===== config.mk =====
export PLATFORM = sky130hd
export DESIGN_NAME = rr_put_controller_flat
export DESIGN_NICKNAME = d
export VERILOG_FILES = /design/src/rtl/rr_put_controller_if.sv /design/src/rtl/rr_put_controller.sv /design/src/flat_wrapper.sv
export SDC_FILE = /design/constraint.sdc
export NUM_CORES = 1
export LEC_CHECK = 0
export BUFFER_PORTS_ARGS = -buffer_cell sky130_fd_sc_hd__buf_4
export CAP_MARGIN = 5
export CORE_MARGIN = 2
export CORE_UTILIZATION = 35
export DETAILED_ROUTE_END_ITERATION = 6
export PLACE_DENSITY = 0.74
export SLEW_MARGIN = 5
export SYNTH_ARGS = -nofsm -noshare
export SYNTH_HDL_FRONTEND = slang
export SYNTH_SLANG_ARGS = --single-unit

===== constraint.sdc =====
create_clock -name clk -period 6.5 [get_ports clk]
set_clock_uncertainty 0.05 [all_clocks]
set_input_delay 1.3 -clock clk [delete_from_list [all_inputs] [get_ports clk]]
set_output_delay 1.3 -clock clk [all_outputs]
set_load 0.05 [all_outputs]

===== src/rtl/rr_put_controller_if.sv =====
// rtl/rr_put_controller_if.sv - request/grant and FIFO-side signal bundle for rr_put_controller
interface rr_put_controller_if #(
    parameter int NUM_CH     = 4,
    parameter int DATA_WIDTH = 8,
    parameter int DEPTH      = 16
);
    localparam int CNT_W = $clog2(DEPTH + 1);

    logic [NUM_CH-1:0]            req_put;
    logic [NUM_CH*DATA_WIDTH-1:0] data_in;
    logic                         get_done;
    logic [NUM_CH-1:0]            grant;
    logic                         en_put;
    logic [DATA_WIDTH-1:0]        put_data;
    logic [CNT_W-1:0]             count;
    logic                         full;
    logic                         empty;

    modport master (
        output req_put, data_in, get_done,
        input  grant, en_put, put_data, count, full, empty
    );

    modport slave (
        input  req_put, data_in, get_done,
        output grant, en_put, put_data, count, full, empty
    );
endinterface


===== src/rtl/rr_put_controller.sv =====
// rtl/rr_put_controller.sv - round-robin put arbiter tracking downstream FIFO occupancy
// Optional macro RR_PUT_CTRL_STATS_EN adds a saturating 16-bit stall_cnt output.
module rr_put_controller #(
    parameter int NUM_CH     = 4,
    parameter int DATA_WIDTH = 8,
    parameter int DEPTH      = 16
) (
    input  logic                  clk,
    input  logic                  reset,
    rr_put_controller_if.slave    bus
`ifdef RR_PUT_CTRL_STATS_EN
    ,
    output logic [15:0]           stall_cnt
`endif
);
    localparam int                CNT_W    = $clog2(DEPTH + 1);
    localparam int                PTR_W    = (NUM_CH > 1) ? $clog2(NUM_CH) : 1;
    localparam logic [CNT_W-1:0]  FULL_CNT = CNT_W'(DEPTH);

    logic [PTR_W-1:0]      last_ptr;
    logic [PTR_W-1:0]      win_idx;
    logic                  win_found;
    logic [NUM_CH-1:0]     grant_c;
    logic                  xfer;
    logic                  dec;
    logic                  en_put_r;
    logic [DATA_WIDTH-1:0] put_data_r;
    logic [CNT_W-1:0]      count_r;
    logic                  full_c;

    function automatic logic [PTR_W-1:0] wrap_idx(input logic [PTR_W-1:0] base, input int off);
        int s;
        s = int'(base) + off;
        if (s >= NUM_CH) s = s - NUM_CH;
        return PTR_W'(s);
    endfunction

    assign full_c = (count_r == FULL_CNT);

    // Search starts just after the last winner so every requester gets a turn.
    always_comb begin
        grant_c   = '0;
        win_idx   = last_ptr;
        win_found = 1'b0;
        for (int k = 1; k <= NUM_CH; k++) begin
            if (!win_found && bus.req_put[wrap_idx(last_ptr, k)]) begin
                win_found = 1'b1;
                win_idx   = wrap_idx(last_ptr, k);
            end
        end
        if (win_found && !reset && !full_c) grant_c[win_idx] = 1'b1;
    end

    assign xfer = |grant_c;
    assign dec  = bus.get_done && (count_r != '0);

    always_ff @(posedge clk) begin
        if (reset) begin
            en_put_r   <= 1'b0;
            put_data_r <= '0;
            count_r    <= '0;
            last_ptr   <= PTR_W'(NUM_CH - 1);
        end else begin
            en_put_r <= xfer;
            if (xfer) begin
                put_data_r <= bus.data_in[int'(win_idx)*DATA_WIDTH +: DATA_WIDTH];
                last_ptr   <= win_idx;
            end
            if (xfer && !dec)
                count_r <= count_r + 1'b1;
            else if (!xfer && dec)
                count_r <= count_r - 1'b1;
        end
    end

`ifdef RR_PUT_CTRL_STATS_EN
    always_ff @(posedge clk) begin
        if (reset)
            stall_cnt <= '0;
        else if ((|bus.req_put) && !xfer && (stall_cnt != 16'hFFFF))
            stall_cnt <= stall_cnt + 16'd1;
    end
`endif

    assign bus.grant    = grant_c;
    assign bus.en_put   = en_put_r;
    assign bus.put_data = put_data_r;
    assign bus.count    = count_r;
    assign bus.full     = full_c;
    assign bus.empty    = (count_r == '0);
endmodule


===== src/flat_wrapper.sv =====
// flat-port wrapper written by rule: the top's interface ports become plain ports
module rr_put_controller_flat 
#(
    parameter int NUM_CH     = 4,
    parameter int DATA_WIDTH = 8,
    parameter int DEPTH      = 16
)
  (clk, reset, bus_req_put, bus_data_in, bus_get_done, bus_grant, bus_en_put, bus_put_data, bus_count, bus_full, bus_empty);
  rr_put_controller_if #(.NUM_CH(NUM_CH), .DATA_WIDTH(DATA_WIDTH), .DEPTH(DEPTH)) bus_i ();
  input  logic clk;
  input  logic reset;
  input wire logic [$bits(bus_i.req_put)-1:0] bus_req_put;
  input wire logic [$bits(bus_i.data_in)-1:0] bus_data_in;
  input wire logic [$bits(bus_i.get_done)-1:0] bus_get_done;
  output wire logic [$bits(bus_i.grant)-1:0] bus_grant;
  output wire logic [$bits(bus_i.en_put)-1:0] bus_en_put;
  output wire logic [$bits(bus_i.put_data)-1:0] bus_put_data;
  output wire logic [$bits(bus_i.count)-1:0] bus_count;
  output wire logic [$bits(bus_i.full)-1:0] bus_full;
  output wire logic [$bits(bus_i.empty)-1:0] bus_empty;
  assign bus_i.req_put = bus_req_put;
  assign bus_i.data_in = bus_data_in;
  assign bus_i.get_done = bus_get_done;
  assign bus_grant = bus_i.grant;
  assign bus_en_put = bus_i.en_put;
  assign bus_put_data = bus_i.put_data;
  assign bus_count = bus_i.count;
  assign bus_full = bus_i.full;
  assign bus_empty = bus_i.empty;
  rr_put_controller #(.NUM_CH(NUM_CH), .DATA_WIDTH(DATA_WIDTH), .DEPTH(DEPTH)) u_core (.clk(clk), .reset(reset), .bus(bus_i));
endmodule

After elaboration in Yosys (flattened, before gate mapping)
Index checks and enable logic that the tools add are counted.

Register bits: 16. Input port bits: 39. Output and inout port bits: 20. Word-level logic and storage cells: 71.

$add $sub $neg: 10. Magnitude comparators: 10. Equal/unequal tests: 1. Shift operators: 1. Muxes and demuxes: 25. Reductions and logical operators: 20.

Operator list (count): indexed part select 32 x 6 -> 8 bit (1); two-way mux 2 bit (8); < comparator 2 x 3 -> 1 bit, second input constant (5); two-way mux 5 bit (2); >= comparator 3 bit, second input constant (3); logical AND 1 bit (9); two-way mux 1 bit (9); binary-select mux 1 bit (select 2 bit) (4); subtractor 2 x 1 -> 2 bit, second input constant (4); zero test 1 bit (7); adder 2 x 2 -> 3 bit, second input constant (2); adder 5 x 1 -> 5 bit, second input constant (1); equality test 5 bit, second input constant (1); zero test 5 bit (1); nonzero test 5 bit (1); subtractor 5 x 1 -> 5 bit, second input constant (1); adder 2 x 3 -> 4 bit, second input constant (1); >= comparator 4 x 3 -> 1 bit, second input constant (1); two-way mux 4 bit (1); OR reduction 4 bit (1); adder 2 x 1 -> 3 bit, second input constant (1); demux 1 bit (select 2 bit) (1); >= comparator 2 x 1 -> 1 bit, second input constant (1); nonzero test 2 bit (1).

Longest topological paths before layout
Depth in word-level cells: 25. Mapped depth: 12. Depth with buffers taken out: 12.

Worst setup path before layout
No wires, ideal clock.

Path type: input port to output port. Start point: input bus_req_put[2]. End point: output bus_grant[1]. Arrival: 2.720 ns. Required time: 5.150 ns. Slack: 2.430 ns. Cell stages on the path: 4. Buffers on the path: 0. Cell sequence: or3b_2 > nand3_1 > nand2_1 > nor2_1.

Longest elaborated chain between the ends: 17. Elaborated cells between the ends (all ways): 30. Classes of those cells: 2 x order compare; 19 x mux; 9 x reduce/logical.

RTL lines: start: declaration (RTL line flat_wrapper.sv:12) `input wire logic [$bits(bus_i.req_put)-1:0] bus_req_put;`; binary-select mux 1 bit (select 2 bit) (RTL line rr_put_controller.sv:46) `if (!win_found && bus.req_put[wrap_idx(last_ptr, k)]) begin`; two-way mux 1 bit (implied by the code) (RTL line rr_put_controller.sv:46); two-way mux 1 bit (RTL line rr_put_controller.sv:46); zero test 1 bit (RTL line rr_put_controller.sv:46); logical AND 1 bit (RTL line rr_put_controller.sv:46); two-way mux 1 bit (RTL line rr_put_controller.sv:46); zero test 1 bit (RTL line rr_put_controller.sv:46); logical AND 1 bit (RTL line rr_put_controller.sv:46); two-way mux 1 bit (RTL line rr_put_controller.sv:46); zero test 1 bit (RTL line rr_put_controller.sv:46); logical AND 1 bit (RTL line rr_put_controller.sv:46); two-way mux 2 bit (RTL line rr_put_controller.sv:46); < comparator 2 x 3 -> 1 bit (implied by the code) or >= comparator 2 x 1 -> 1 bit (tied branches) (RTL line rr_put_controller.sv:51) `if (win_found && !reset && !full_c) grant_c[win_idx] = 1'b1;`; logical AND 1 bit (implied by the code) (RTL line rr_put_controller.sv:51); two-way mux 1 bit (implied by the code) (RTL line rr_put_controller.sv:51); demux 1 bit (select 2 bit); two-way mux 4 bit * (RTL line rr_put_controller.sv:51); end: declaration (RTL line flat_wrapper.sv:15) `output wire logic [$bits(bus_i.grant)-1:0] bus_grant;`.

Mark *: on every way between the ends. The rest lies on a longest branch, timed or not. The select of a mux whose other input is x is not followed.

Final worst setup path
Start point: input bus_req_put[2]. End point: output bus_grant[3].

Same word-level chain as after synthesis.

==> flow_summary.json <==
{
  "start_kind": "primary input",
  "cp_cell_sequence": "buf_4, or3b_2, nand3_1, nand2_1, nor2_1, buf_4",
  "crit_path_top_delay_cell": "or3b_2",
  "antenna_found_initial": 0,
  "tritoncts": "yes",
  "path_delay_family": "simple AND/OR/NAND/NOR gates",
  "antenna-diode-count": 0,
  "regArea_um2": 320,
  "multiInputGateArea_um2": 747,
  "leakagePower_uw": 0.000758,
  "drv_slew": 0,
  "dp_cells": 216,
  "ys_types": 41,
  "grt_pass1_wl_um": 4690,
  "hold_viol_final": 0,
  "synthToLayoutAreaGrowth_pct": 42.4,
  "syn_area_mm2": 0.00113,
  "hpwl_um": 2370,
  "final_nets": 221,
  "drc_errors": 0,
  "io_buffers": 58,
  "crit_cells": 6,
  "reg2reg_depth": 12,
  "critical_path_arrival_ns": 2.63,
  "worst_setup_path_end_kind": "primary output",
  "vias": 1092,
  "p_sw_share_pct": 50.1,
  "start_util_pct": 36.9,
  "fmax_mhz": 251,
  "maxCapViolCount": 0,
  "drive_gt1_share_pct": 41.7,
  "fillCellCount": 305,
  "ctsRootBufferMaster": "clkbuf_4",
  "drtIter0Drc": 36,
  "ctsResizeCount": 0,
  "worst-path-buf-inv": 2,
  "critPathMaxStageDelay_ns": 0.49,
  "path_max_fanout": 10,
  "relSlewSlack_pct": 75.3,
  "syn_avg_cell_area_um2": 9.46,
  "ys_async_sr_fraction_pct": 0,
  "cts_sinks": 16,
  "gp_congestion": 0.704,
  "combPwrFrac_pct": 66.6,
  "core.rowCount": 20,
  "grt_start_max_net_pins": 19,
  "cts_buffer_depth": 2,
  "setup_viol": 0,
  "critPathRequiredTime_ns": 5.15,
  "ys.flop_type": "dfxtp_1",
  "crit_top_cell": "buf_4",
  "dieArea_mm2": 0.00369,
  "holdPathStages": 2,
  "synth-seq-cells": 16,
  "layout_min_cycle_time_ns": 3.98,
  "netlist_instances": 119,
  "rsz0062_at_grt": "no",
  "clkTransAtPathRegs_ns": 0.08,
  "worst_hold_slack_ns": 0.463,
  "grt_pass1_vias": 1074,
  "clock_latency_ns": 0.28,
  "switching_power_uw": 309,
  "drt_first_pass_iters": 4,
  "p_int_uw": 308,
  "setup_slack_ns": 2.52,
  "cts_buffers": 3,
  "ir_worst_vdd_mv": 0.150,
  "tightest_slew_ns": 0.371,
  "p_per_area_mw_per_mm2": 385,
  "h-tree-depth": 1,
  "core_region_area_mm2": 0.00305,
  "wl_um": 2900,
  "overflow": 0,
  "via_per_inst": 4.99,
  "setup.worst_path.class": "primary input to primary output",
  "design_power_total_uw": 617,
  "hold_buffers": 0,
  "finalCritPeriodShare_pct": 61.2,
  "avgRoutedWirePerCell_um": 13.3,
  "ioPinCount": 59,
  "die_y_um": 60.7,
  "fin_setup_tns_ns": 0,
  "cts_setup_buffers": 0,
  "ys_seq_area_share_pct": 28.4,
  "min_path_type": "flop to flop",
  "status": "completed",
  "track_usage_pct": 16.7,
  "p_clk_share_pct": 8.0,
  "synth_edf_count": 0,
  "ant_nets": 0,
  "final_cell_count_no_fill": 219,
  "pwr-share-seq_pct": 25.4,
  "synth_nets": 163,
  "pre_cts_ws_ns": 2.52,
  "yosys_warnings": 0,
  "die_x_um": 60.7
}
-- worst reg2reg max path: cells and delay by family, from the launching register on --
kind	cells	cell delay, ns
fa+ha+maj	2	0.51
flops	1	0.38
mux	1	0.33
buf+inv	2	0.22
simple gates	4	1.00
compound gates	3	0.54
-- path summary, 6_finish.rpt --
kind	startpoint	to	slack, ns
worst max register to register	u_core.bus.count[0]	u_core.bus.count[4]	3.38
worst min register to register	u_core.bus.put_data[3]	u_core.bus.put_data[3]	0.46
worst max-delay path	bus_req_put[2]	bus_grant[3]	2.52
worst min-delay path	u_core.bus.put_data[3]	u_core.bus.put_data[3]	0.46
-- power by group through the flow --
| stage | clock network, µW | registers [µW] | logic (µW) |
|---|---|---|---|
| 2_1_floorplan | 0 | 250 | 213 |
| 3_3_place_gp | 0 | 157 | 404 |
| 3_5_place_dp | 0 | 159 | 412 |
| 4_1_cts | 51.6 | 156 | 413 |
| 5_1_grt | 58.9 | 161 | 444 |
| 6_report | 49.6 | 156 | 411 |
-- per-layer routing --
layer	wire, µm	GRT usage [%]
met1	1120	19.5
met2	1670	30.7
met3	59	3.20
met4	51	5.28
met5	0	0
-- registers in the layout, summed over array words and instances, names as in the netlist --
register,cells
u_core.bus.count,5
u_core.last_ptr,2
u_core.bus.en_put,1
u_core.bus.put_data,8
-- kinds of logic after synthesis --
family	after synthesis	share of synthesized area (%)
AO/OA/AOI/OAI	24	17.2
multiplexers	18	16.1
XOR/XNOR	2	1.56
AND/OR/NAND/NOR	44	25.2
adder cells (fa/ha/maj)	5	6.22
flip-flops	16	28.4
buffers and inverters	10	5.22
-- synth_stat cells, drive strengths merged (2+ instances only) --
cell type   n  area share (%)
and2        2             1.4
buf         3             2.4
a211o       2             2.3
nand2       2            0.67
mux2i      17              15
nor2       15             6.4
o21ai       5             3.2
nand2b      4             2.2
nor2b       4             2.2
clkbuf      2            0.67
a21oi       4             1.8
or3         2             1.6
a21o        2             1.3
inv         4             1.3
o221ai      8             6.2
ha          4             4.4
nand3b      8             5.3
dfxtp      16              28
-- final cells by class --
type                       instances  share of cell area [%]
timing repair buffer              58                    27.1
tap                               44                    3.43
inverter                           5                    1.48
multi-input combinational         93                    46.6
clock buffer                       3                    1.40
sequential                        16                    20.0
-- cells in the final DEF (no fill, tap or decap), drive strengths merged --
cell and n:
dfxtp 16, clkinv 1, ha 4, or3b 1, nor3 1, o221ai 8, nand3b 8, nor4 1
a21boi 1, nand3 1, inv 4, a211o 2, o21ai 5, nand2 2, buf 58, nand2b 4
nand4 1, or2 1, fa 1, mux2i 17, clkbuf 3, or4 1, and2 2, nor2 15
o21bai 1, or3 2, a21o 2, a21oi 4, nor2b 4, mux2 1, xor2 1, o21a 1
xnor2 1
-- stage by stage --
step / util [%] / area (µm²)
after floorplan: - / 1130
after global placement: 51.8 / 1580
after detailed placement: 51.8 / 1580
after CTS: 52.5 / 1600
after global routing: 52.5 / 1600
final: 52.5 / 1600
(Power assumes the default switching activity.)
